### config.mk
export PLATFORM = sky130hd
export DESIGN_NAME = serial_tx
export DESIGN_NICKNAME = d
export VERILOG_FILES = /design/src/rtl/serial_tx.sv
export SDC_FILE = /design/constraint.sdc
export NUM_CORES = 1
export LEC_CHECK = 0
export CAP_MARGIN = 20
export CORE_MARGIN = 4
export CORE_UTILIZATION = 56
export CTS_CLUSTER_DIAMETER = 50
export DETAILED_ROUTE_END_ITERATION = 8
export PLACE_DENSITY = 0.94
export SYNTH_ARGS = -nofsm -noshare
export SYNTH_HDL_FRONTEND = slang
export SYNTH_SLANG_ARGS = --single-unit
### constraint.sdc
create_clock -name i_clk -period 3.81 [get_ports i_clk]
set_input_delay 0.9525 -clock i_clk [delete_from_list [all_inputs] [get_ports i_clk]]
set_output_delay 0.9525 -clock i_clk [all_outputs]
set_load 0.01 [all_outputs]
### src/rtl/serial_tx.sv
// ---------------------------------------------------------------------------
// serial_tx -- parallel-to-serial transmitter with a one-word holding buffer.
//
// A word accepted while idle is loaded straight into the shift register and
// streamed out one bit per i_ce cycle. A word accepted while shifting waits in
// the holding buffer and follows the current word with no gap.
//
// Ports
//   i_clk        clock, all state changes on its rising edge
//   i_reset_n    asynchronous active-low reset
//   i_ce         bit-rate enable; each i_ce=1 cycle consumes the bit on o_data
//   i_valid      upstream word valid
//   o_ready      block can accept a word this cycle
//   i_word       parallel word, taken when i_valid && o_ready
//   o_data       serial bit (0 while idle)
//   o_frame      o_data carries a valid word bit
//   o_first      o_data carries the first bit of a word
//   o_busy       shifting, or the holding buffer is occupied
//   o_dbg_state  FSM state for observation (0 = IDLE, 1 = SHIFT)
//
// Handshake: a word transfers on every rising edge where i_valid and o_ready
// are both 1. o_ready depends only on internal state (never on i_valid), and
// i_valid/i_word are ignored whenever o_ready is 0.
// ---------------------------------------------------------------------------
module serial_tx #(
  parameter int WIDTH     = 8,
  parameter int LSB_FIRST = 0
) (
  input  logic             i_clk,
  input  logic             i_reset_n,
  input  logic             i_ce,
  input  logic             i_valid,
  output logic             o_ready,
  input  logic [WIDTH-1:0] i_word,
  output logic             o_data,
  output logic             o_frame,
  output logic             o_first,
  output logic             o_busy,
  output logic             o_dbg_state
);

  localparam int CW = (WIDTH > 1) ? $clog2(WIDTH) : 1;
  localparam logic [CW-1:0] LAST = CW'(WIDTH - 1);

  typedef enum logic {
    IDLE  = 1'b0,
    SHIFT = 1'b1
  } state_t;

  state_t           state, state_n;
  logic [WIDTH-1:0] shreg, shreg_n;
  logic [CW-1:0]    cnt, cnt_n;
  logic [WIDTH-1:0] hold, hold_n;
  logic             hold_full, hold_full_n;
  logic             accept;
  logic [WIDTH-1:0] shifted;

  assign o_ready = !hold_full;
  assign accept  = i_valid && !hold_full;

  // Move the register one place toward the output end, zero filling.
  assign shifted = (LSB_FIRST != 0) ? {1'b0, shreg[WIDTH-1:1]}
                                    : {shreg[WIDTH-2:0], 1'b0};

  always_ff @(posedge i_clk or negedge i_reset_n) begin
    if (!i_reset_n) begin
      state     <= IDLE;
      shreg     <= '0;
      cnt       <= '0;
      hold      <= '0;
      hold_full <= 1'b0;
    end else begin
      state     <= state_n;
      shreg     <= shreg_n;
      cnt       <= cnt_n;
      hold      <= hold_n;
      hold_full <= hold_full_n;
    end
  end

  always_comb begin
    state_n     = state;
    shreg_n     = shreg;
    cnt_n       = cnt;
    hold_n      = hold;
    hold_full_n = hold_full;
    case (state)
      IDLE: begin
        if (accept) begin
          shreg_n = i_word;
          cnt_n   = LAST;
          state_n = SHIFT;
        end
      end
      SHIFT: begin
        if (i_ce && cnt == '0) begin
          // Final bit of the current word is being consumed this cycle.
          if (hold_full) begin
            shreg_n     = hold;
            cnt_n       = LAST;
            hold_full_n = 1'b0;
            // Only reachable if ready is ever widened; refills the buffer.
            if (accept) begin
              hold_n      = i_word;
              hold_full_n = 1'b1;
            end
          end else if (accept) begin
            // Direct load keeps the stream gapless without using the buffer.
            shreg_n = i_word;
            cnt_n   = LAST;
          end else begin
            state_n = IDLE;
          end
        end else begin
          if (i_ce) begin
            shreg_n = shifted;
            cnt_n   = cnt - CW'(1);
          end
          if (accept) begin
            hold_n      = i_word;
            hold_full_n = 1'b1;
          end
        end
      end
      default: state_n = IDLE;
    endcase
  end

  always_comb begin
    o_data      = 1'b0;
    o_frame     = (state == SHIFT);
    o_first     = (state == SHIFT) && (cnt == LAST);
    o_busy      = (state == SHIFT) || hold_full;
    o_dbg_state = (state == SHIFT);
    if (state == SHIFT) begin
      o_data = (LSB_FIRST != 0) ? shreg[0] : shreg[WIDTH-1];
    end
  end

endmodule

==> implementation parameters <==
Parameter                              Value

CTS
  CTS H-tree lvls ... 1
  Clock-pin transition on the worst setup and hold timing paths ... 0.12 ns
  Clock Latency Late Sink ... 0.31 ns
  TritonCTS clock tree ... done
  # hold bufs at CTS ... 0
  Setup bufs post-CTS ... 0
  Number of resized instances in the post-cts repair step ... 0
  Root buffer cell ... sky130_fd_sc_hd__clkbuf_4
  TritonCTS Buffers ... 3
  Bufs on Longest Clock Path ... 2
  Number of clock sinks ... 21

Route
  Final routed wire length divided by cell count ... 16.32 um
  Number of nets with antenna violations after detailed routing ... 0
  DR pass1 iterations ... 4
  Post-Route WL ... 2399 um
  Via count normalized by instance count ... 5.898
  Drc violations ... 0
  Vias post-DR ... 867
  Violation count after the first detailed-route iteration ... 16

Setup path
  Critical path cell sequence ... inv_1 -> clkdlybuf4s50_1
  Crit end category ... output pin
  Critical Path RT ... 2.86 ns
  Worst-path cell with the longest stage delay ... sky130_fd_sc_hd__clkdlybuf4s50_1
  Arrival @ worst endpoint ... 1.77 ns
  Kind of critical path ... flip-flop to output pin
  CP max FO ... 12
  Cell type group with the largest total delay on the critical path ... buffers and inverters
  Buffers plus inverters on the worst setup path ... 2
  Worst path max stage delay ... 0.62 ns
  Crit start category ... flip-flop

Pwr
  Static Leak ... 0.5763 nW
  Sw Pwr ... 92.49 uW
  Switching Fraction ... 24.07%
  Peak supply drop ... 0.2769 mV
  Post-layout power ... 384.3 uW
  Clock network power share ... 28.7%
  PwrDens ... 292.8 mW/mm^2
  Fraction of power consumed by sequential logic ... 60.8%
  Power share of the combinational group ... 10.6%
  Int Pwr ... 291.8 uW

Synth
  Gate count of the mapped netlist ... 107
  Largest cells by area after synthesis ... sky130_fd_sc_hd__dfrtp_1 (47%), sky130_fd_sc_hd__mux2_2 (8.1%), sky130_fd_sc_hd__o221a_2 (7.0%)
  Async SR Flop Fraction ... 100.0%
  Number of register bits inferred by synthesis ... 21
  Net Count, Synth ... 122
  Most frequent cells after synthesis ... sky130_fd_sc_hd__dfrtp_1 (21), sky130_fd_sc_hd__nor2_1 (14), sky130_fd_sc_hd__o21ai_0 (9)
  Biggest area consumer among synthesized cells ... sky130_fd_sc_hd__dfrtp_1
  Number of synthesized flops with an enable pin ... 0
  Count of different cell masters after synthesis ... 29
  Proportion of netlist area held by the largest area contributor ... 46.98%
  Cell area after technology mapping ... 0.001119 mm^2
  Post-Syn Area per Cell ... 10.45 um^2
  Most repeated cell in the gate-level netlist after synthesis ... sky130_fd_sc_hd__dfrtp_1
  Sequential area share after synthesis ... 46.98%
  Primary flip-flop cell chosen by synthesis mapping ... sky130_fd_sc_hd__dfrtp_1
  Number of warnings issued by yosys ... 0

Die
  Die Y-Extent ... 52.69 um
  Row Count ... 15
  Effective utilization at floorplan ... 62.08%
  Core region area ... 0.001802 mm^2
  Number of ports placed on the die boundary ... 18
  DIE AREA ... 0.002776 mm^2
  Die span in x ... 52.69 um

Global route
  Number of global-route vias before repair ... 966
  Pin count of the biggest net entering global routing ... 22
  Antenna violations before repair ... 0
  Total global routing track utilization ... 21.11%
  First-pass GRT wire length ... 4229 um
  Leftover overflow at the end of global routing ... 0

Cells and area
  Diode insertion count for antenna repair ... 0
  Fraction of layout instances using a drive strength above 1 ... 19.67%
  Filler cell count ... 124
  Number of nets in the layout ... 138
  Util after Layout ... 72.85%
  Synth-to-Final Area Change ... 17.34%

Timing
  Tightest Pin Transition ... 0.9295 ns
  Min cycle time layout ... 2.723 ns
  Final critical-path setup slack ... 1.087 ns
  Number of hold violations in the final report ... 0
  Worst clock skew ... 0.001647 ns
  Period utilization ... 71.47%
  Number of slew-limit violations in the final report ... 0
  Setup repair after global routing missed its margin ... false
  Hold_ws ... 0.5302 ns
  Max_slew headroom ... 37.84%
  TNS Setup ... 0 ns
  Endpoints failing setup ... 0
  Upper clock frequency limit ... 0.3673 GHz

Placement
  Final RePlAce weighted congestion ... 0.8233
  Count of input and output buffers ... 17
  Place WS ... 1.061 ns
  HPWL after detailed placement ... 1655 um

Run
  Number of violations of the max-capacitance limit ... 0

Outcome
  Result of the run ... completed

Worst hold path
  Min-delay worst type ... flip-flop to flip-flop
==> worst paths after layout <==
| path | start | to | slack, ns | depth (start not counted) |
|---|---|---|---|---|
| min in group asynchronous | i_reset_n | o_dbg_state | 1.15 | 1 |
| min reg2reg | cnt[0] | cnt[0] | 0.53 | 1 |
| min | cnt[0] | cnt[0] | 0.53 | 1 |
| max in group asynchronous | i_reset_n | shreg[4] | 2.10 | 1 |
| max | hold_full | o_ready | 1.09 | 2 |
| max reg2reg | cnt[0] | hold[3] | 1.73 | 7 |
==> sequential cells by signal, summed over array words and instances (netlist names) <==
signal / count
hold: 8
o_dbg_state: 1
hold_full: 1
cnt: 3
shreg: 8
==> per-stage QoR <==
step / instances / cell area [um^2]
2_1_floorplan: 107 / 1119
3_3_place_gp: 143 / 1286
3_5_place_dp: 143 / 1286
4_1_cts: 147 / 1313
5_1_grt: 147 / 1313
6_report: 147 / 1313
==> placed cells by master (no fill, tap or decap), types with 3 or more instances in the layout <==
cell type / synthesis / final
sky130_fd_sc_hd__a21oi_1: 4 / 4
sky130_fd_sc_hd__clkbuf_4: 0 / 3
sky130_fd_sc_hd__clkdlybuf4s50_1: 0 / 17
sky130_fd_sc_hd__dfrtp_1: 21 / 21
sky130_fd_sc_hd__ha_1: 3 / 3
sky130_fd_sc_hd__inv_1: 4 / 4
sky130_fd_sc_hd__mux2_2: 8 / 8
sky130_fd_sc_hd__nand2_1: 5 / 5
sky130_fd_sc_hd__nor2_1: 14 / 14
sky130_fd_sc_hd__nor3b_1: 7 / 7
sky130_fd_sc_hd__o21ai_0: 9 / 9
sky130_fd_sc_hd__o221a_2: 7 / 7
==> routing by layer <==
layer,vias to the layer above,share of wire (%),global-route usage (%)
li1,412,-,-
met1,429,45,24.68
met5,-,0,0
met3,7,4.2,3.704
met4,0,2.4,11.91
met2,19,48,35.95
==> final cells by class <==
cell class / instances / area (um^2) / area share [%]
multi-input cells: 75 / 536.8 / 40.90
well taps: 25 / 31.28 / 2.383
flip-flops and latches: 21 / 525.5 / 40.04
inverters: 4 / 15.01 / 1.144
repair buffers: 18 / 177.7 / 13.54
clock buffers: 4 / 26.28 / 2.002
==> power by group through the flow <==
stage	Combinational (mW)	Clock (mW)	Sequential [mW]
after floorplan	0.0206	0	0.237
after global placement	0.0390	0	0.237
after detailed placement	0.0406	0	0.238
after CTS	0.0408	0.112	0.233
after global routing	0.0453	0.120	0.234
final	0.0406	0.110	0.234
==> worst register-to-register path, delay by kind of cell (launching register included) <==
family                     cells  cell delay, ns
DFF                            1            0.41
adders and majority gates      1            0.21
and+or+nand+nor                3            0.69
buffers and inverters          2            0.28
muxes                          1            0.39
==> kinds of logic after synthesis <==
| logic type | share of synthesized area, % |
|---|---|
| and+or+nand+nor | 17.45 |
| AOI/OAI and AO/OA | 19.13 |
| DFF | 46.98 |
| buffers and inverters | 5.033 |
| muxes | 8.054 |
| adders and majority gates | 3.356 |
No activity file was read; power rests on OpenSTA's default activity.
